`src/rtl/vector_types_pkg.sv`:
```
// Shared types and helpers for the vector element sequencer slice.
package vector_types_pkg;

  localparam int unsigned VSEQ_VLEN     = 128;
  localparam int unsigned VSEQ_MAX_LMUL = 8;

  typedef enum logic [1:0] {
    SEW_8  = 2'd0,
    SEW_16 = 2'd1,
    SEW_32 = 2'd2,
    SEW_64 = 2'd3
  } sew_t;

  typedef enum logic {
    VSEQ_IDLE = 1'b0,
    VSEQ_RUN  = 1'b1
  } vseq_state_t;

  // log2(elements per register) for a given element width: log2(VLEN) - 3 - eew
  function automatic logic [4:0] elem_shift(input logic [1:0] eew,
                                            input int unsigned vlen_log2 = $clog2(VSEQ_VLEN));
    return 5'(vlen_log2 - 32'd3 - 32'(eew));
  endfunction

endpackage

```
`src/rtl/vseq_offset_calc.sv`:
```
// Combinational beat decode: element index -> register/element offset, lane mask, last flag.
module vseq_offset_calc
  import vector_types_pkg::*;
#(
  parameter int unsigned VLEN      = VSEQ_VLEN,
  parameter int unsigned NUM_LANES = 2,
  parameter int unsigned VL_WIDTH  = 8
) (
  input  logic                 i_valid,
  input  logic [VL_WIDTH-1:0]  i_idx,
  input  logic [VL_WIDTH-1:0]  i_vl,
  input  sew_t                 i_eew,
  output logic [2:0]           o_reg_offset,
  output logic [3:0]           o_elem_offset,
  output logic [NUM_LANES-1:0] o_lane_mask,
  output logic                 o_last
);

  localparam int unsigned VLEN_LOG2 = $clog2(VLEN);

  logic [4:0]          w_shift;
  logic [VL_WIDTH-1:0] w_elem_mask;
  logic [VL_WIDTH:0]   w_lane_idx;

  always_comb begin
    w_shift       = elem_shift(i_eew, VLEN_LOG2);
    w_elem_mask   = (VL_WIDTH'(1) << w_shift) - VL_WIDTH'(1);
    w_lane_idx    = '0;
    o_reg_offset  = '0;
    o_elem_offset = '0;
    o_lane_mask   = '0;
    o_last        = 1'b0;
    // Outputs are forced to zero outside a valid beat so idle state reads clean.
    if (i_valid) begin
      o_reg_offset  = 3'(i_idx >> w_shift);
      o_elem_offset = 4'(i_idx & w_elem_mask);
      o_last        = ({1'b0, i_idx} + (VL_WIDTH + 1)'(NUM_LANES)) >= {1'b0, i_vl};
      for (int unsigned i = 0; i < NUM_LANES; i++) begin
        w_lane_idx     = {1'b0, i_idx} + (VL_WIDTH + 1)'(i);
        o_lane_mask[i] = w_lane_idx < {1'b0, i_vl};
      end
    end
  end

endmodule

```
`src/rtl/vector_element_sequencer.sv`:
```
// Issues NUM_LANES-wide element beats for one decoded vector instruction at a time.
module vector_element_sequencer
  import vector_types_pkg::*;
#(
  parameter int unsigned VLEN      = VSEQ_VLEN,
  parameter int unsigned NUM_LANES = 2,
  parameter int unsigned VL_WIDTH  = 8
) (
  input  logic                 CLK,
  input  logic                 RST,
  input  logic                 in_valid,
  output logic                 in_ready,
  input  logic [VL_WIDTH-1:0]  vl,
  input  logic [VL_WIDTH-1:0]  vstart,
  input  logic [1:0]           sew,
  input  logic                 vd_widen,
  input  logic                 stall,
  input  logic                 flush,
  output logic                 out_valid,
  output logic [VL_WIDTH-1:0]  out_elem_idx,
  output logic [NUM_LANES-1:0] out_lane_mask,
  output logic [2:0]           out_reg_offset,
  output logic [3:0]           out_elem_offset,
  output logic                 out_first,
  output logic                 out_last,
  output logic                 busy,
  output logic                 done
);

  vseq_state_t         r_state;
  logic [VL_WIDTH-1:0] r_idx;
  logic [VL_WIDTH-1:0] r_vl;
  sew_t                r_eew;
  logic                r_first;
  logic                r_done;

  logic w_run;
  logic w_last;
  logic w_retire;
  logic w_accept;
  sew_t w_eew;

  assign w_run    = (r_state == VSEQ_RUN);
  assign w_retire = w_run && !stall;
  assign in_ready = !w_run || (w_last && !stall && !flush);
  assign w_accept = in_valid && in_ready;

  // Widening saturates at 64-bit; decode flags the illegal widen-from-64 case.
  always_comb begin
    w_eew = sew_t'(sew);
    if (vd_widen && (sew != 2'd3)) begin
      w_eew = sew_t'(sew + 2'd1);
    end
  end

  vseq_offset_calc #(
    .VLEN      (VLEN),
    .NUM_LANES (NUM_LANES),
    .VL_WIDTH  (VL_WIDTH)
  ) u_offset_calc (
    .i_valid       (w_run),
    .i_idx         (r_idx),
    .i_vl          (r_vl),
    .i_eew         (r_eew),
    .o_reg_offset  (out_reg_offset),
    .o_elem_offset (out_elem_offset),
    .o_lane_mask   (out_lane_mask),
    .o_last        (w_last)
  );

  always_ff @(posedge CLK or posedge RST) begin
    if (RST) begin
      r_state <= VSEQ_IDLE;
      r_idx   <= '0;
      r_vl    <= '0;
      r_eew   <= SEW_8;
      r_first <= 1'b0;
      r_done  <= 1'b0;
    end else if (flush) begin
      r_state <= VSEQ_IDLE;
      r_first <= 1'b0;
      r_done  <= 1'b0;
    end else begin
      r_done <= 1'b0;
      if (w_retire) begin
        r_first <= 1'b0;
        if (w_last) begin
          r_state <= VSEQ_IDLE;
          r_done  <= 1'b1;
        end else begin
          r_idx <= r_idx + VL_WIDTH'(NUM_LANES);
        end
      end
      // An accept on the retiring edge overrides the return to idle above.
      if (w_accept) begin
        if (vstart < vl) begin
          r_state <= VSEQ_RUN;
          r_idx   <= vstart;
          r_vl    <= vl;
          r_eew   <= w_eew;
          r_first <= 1'b1;
        end else begin
          r_done <= 1'b1;
        end
      end
    end
  end

  assign out_valid    = w_run;
  assign busy         = w_run;
  assign out_elem_idx = w_run ? r_idx : '0;
  assign out_first    = r_first;
  assign out_last     = w_last;
  assign done         = r_done;

endmodule

```
`config.mk`:
```
export PLATFORM = sky130hd
export DESIGN_NAME = vector_element_sequencer
export DESIGN_NICKNAME = d
export VERILOG_FILES = /design/src/rtl/vector_types_pkg.sv /design/src/rtl/vseq_offset_calc.sv /design/src/rtl/vector_element_sequencer.sv
export SDC_FILE = /design/constraint.sdc
export NUM_CORES = 1
export LEC_CHECK = 0
export BUFFER_PORTS_ARGS = -buffer_cell sky130_fd_sc_hd__buf_2
export CORE_MARGIN = 1.5
export CORE_UTILIZATION = 50
export CTS_CLUSTER_DIAMETER = 80
export DETAILED_ROUTE_END_ITERATION = 7
export PLACE_DENSITY = 0.83
export SETUP_SLACK_MARGIN = 0.5
export SLEW_MARGIN = 20
export SYNTH_ARGS = -nofsm -noshare
export SYNTH_HDL_FRONTEND = slang
export SYNTH_SLANG_ARGS = --single-unit
```
`constraint.sdc`:
```
create_clock -name CLK -period 2.8 [get_ports CLK]
set_clock_uncertainty 0.05 [all_clocks]
set_input_delay 0.42 -clock CLK [delete_from_list [all_inputs] [get_ports CLK]]
set_output_delay 0.42 -clock CLK [all_outputs]
set_load 0.03 [all_outputs]
```
==> impl_metrics.ini <==
[logic_synthesis]
synth.distinct_cells = 47
synthFlopType = dfrtp_1
synth_nets = 321
ys_warn_count = 0
synth.avg_cell_area_um2 = 8.38
syn_area_um2 = 2190
synthArstFlopShare_pct = 100
syn_inst = 262
ys_ff_latch = 21
synth-edff-count = 0
synth.yosys.seq_area_share_pct = 23.9

[floorplanning]
coreArea_um2 = 4120
die_w_um = 69.3
floorplan.initialDensity_pct = 53.3
dieArea_um2 = 4800
pin_count = 47
die_h_um = 69.3
num_rows = 23

[grt]
grt_pass1_vias = 2255
grt_max_degree = 22
grt_pass1_wl_mm = 10.7
grt_use_total_pct = 27.6
grt-ovfl-total = 0
antenna_found_initial = 0

[sta]
finalCriticalPeriod_ps = 3020
finalHoldViolCount = 0
tightest_slew_ps = 903
finalWorstSetupSlack_ps = -222
final-max-slew-violation-count = 0
period_share_pct = 108
slew_headroom_pct = 39.2
grt_setup_unrepaired = yes
fmax_mhz = 331
setup-violations-final = 20

[cells_and_area]
fill_cells = 245
syn2layout_area_growth_pct = 46.8
diodes = 0
final_layout_size_suffix_gt1_share_pct = 48.3
fin_nets = 404
final_area_um2 = 3220
final_common_cell = buf_2
most-common-layout-cells = buf_2 (41), buf_4 (35), ha_1 (29), nand2_1 (21), inv_1 (18)

[outcome]
status = finished, violations left
violations = setup timing

[placed_design]
pre_cts_ws_ps = 8.48
dp_hpwl_mm = 4.65
gp_congestion = 0.887
port-buffer-count = 46
placed_cell_area_um2 = 2680

[clock_tree]
hold_buffers = 0
cts_made_buffers = 3
cts.path.max_buffers = 2
root_buffer = clkbuf_8
cts.sinks = 21
clk_pin_slew_worst_paths_ps = 80
htreeDepth = 1
clock_latency_ps = 270
cts_tree = built

[critical_path]
startpoint_type = flip-flop
end_kind = output pin
r2r_end = r_idx[3]$_DFFE_PP0N_
worstSetupPathType = flip-flop to output pin
cp_data_arrival_time_ps = 2550
ff2ff_path_depth = 15
r2r_start = r_idx[2]$_DFFE_PP0N_
r2r_slack_ps = -190
worstPathRequired_ps = 2330
path_max_fanout = 3

[power]
finalPower_w = 0.00420
vdd_ir_drop_max_mv = 0.818
p_per_area_nw_per_um2 = 1300
static-leakage-power_nw = 1.54

[job]
cap_violations = 0

[routing]
first_iter_violations = 232
routed_wl_mm = 8.40
wire_per_inst_um = 21.3
drt_first_pass_iters = 5
drcViolationCount = 0
viasPerCell = 6.43
vias = 2535
final_antenna_net_count = 0

[hold_path]
hold_class = primary input to async pin
## report_power, final
group,internal [W],switching (W)
Combinational,0.00153,0.00187
Sequential,0.000441,0.000140
Clock,0.000102,0.000114
## timing repair
action	CTS	global route
setup endpoints to repair	28	28
resized for setup	31	62
gates cloned	1	1
pin swaps	11	30
setup buffers	9	12
## sequential cells by signal, indices dropped and copies added (netlist names)
| name | count |
|---|---|
| busy | 1 |
| done | 1 |
| out_first | 1 |
| r_eew | 2 |
| r_idx | 8 |
| r_vl | 8 |
## cell usage after synthesis (2+ instances only)
cell type	n	area, um^2
xor2_1	6	52.6
and2_1	11	68.8
nor3b_1	3	22.5
nor2b_1	8	50.1
and3_1	3	18.8
nor3_1	2	10.0
a311oi_1	2	17.5
nor2_1	15	56.3
nand2_1	30	113
o211ai_1	2	15.0
clkbuf_1	6	22.5
o2111ai_1	2	17.5
buf_4	6	45.0
a31oi_1	3	18.8
ha_1	35	438
dfrtp_1	21	526
nand2b_1	4	25.0
xnor2_1	6	52.6
a21oi_1	17	85.1
nand3b_1	2	15.0
o21ai_0	14	70.1
nand3_1	5	25.0
inv_1	21	78.8
o22ai_1	2	12.5
and3_4	2	22.5
buf_2	2	10.0
mux2i_1	3	30.0
a211oi_1	4	30.0
o21ai_1	4	20.0
o211a_1	3	30.0
a211oi_2	2	25.0
## how the worst max path moves through the flow
stage,start,to,cells past startpoint
after floorplan,r_idx[1]$_DFFE_PP0N_,out_last,10
after global placement,r_idx[2]$_DFFE_PP0N_,r_eew[1]$_DFFE_PP0P_,12
after detailed placement,r_idx[2]$_DFFE_PP0N_,r_eew[1]$_DFFE_PP0P_,12
after CTS,r_idx[2]$_DFFE_PP0N_,out_last,10
after global routing,r_idx[2]$_DFFE_PP0N_,out_last,10
final,r_idx[2]$_DFFE_PP0N_,out_last,10
## stage by stage
stage,hold slack (ps),setup TNS (ps),instances,util (%)
2_1_floorplan,346,-30.4,262,-
3_3_place_gp,456,0,367,65.2
3_5_place_dp,472,0,367,65.2
4_1_cts,295,-435,381,70.3
5_1_grt,344,-3020,394,78.3
6_report,275,-2010,394,78.3
## area by class of cell
class | count | area [um^2] | area share [%]
clock buffers | 4 | 45.0 | 1.40
inverters | 21 | 81.3 | 2.53
multi-input cells | 206 | 1860 | 57.8
flip-flops and latches | 21 | 531 | 16.5
well taps | 50 | 62.6 | 1.94
repair buffers | 92 | 638 | 19.8
## layer usage
metal | vias to the layer above | part of all wire (%) | global-route usage (%)
li1 | 1085 | - | -
met1 | 1199 | 38 | 35.4
met2 | 195 | 47 | 48.3
met3 | 56 | 9.1 | 2.76
met4 | 0 | 5.8 | 9.37
met5 | - | 0 | 0
## worst max-delay path, cell delays in order (launching register included)
cell	delay [ps]
dfrtp_2	410
ha_4	140
and3_4	200
nand3_4	80
xnor2_2	200
ha_4	240
a21oi_4	140
o211ai_1	180
a211oi_4	290
and2b_2	260
buf_6	130
## cells by family after synthesis
kind of cell | count (synthesis) | share of synthesized area (%)
mux | 4 | 2.39
buf+inv | 35 | 7.13
fa+ha+maj | 35 | 20.0
simple gates | 91 | 22.6
flops | 21 | 23.9
xor+xnor | 12 | 4.79
compound gates | 64 | 19.2
No activity file was read; power rests on OpenSTA's default activity.
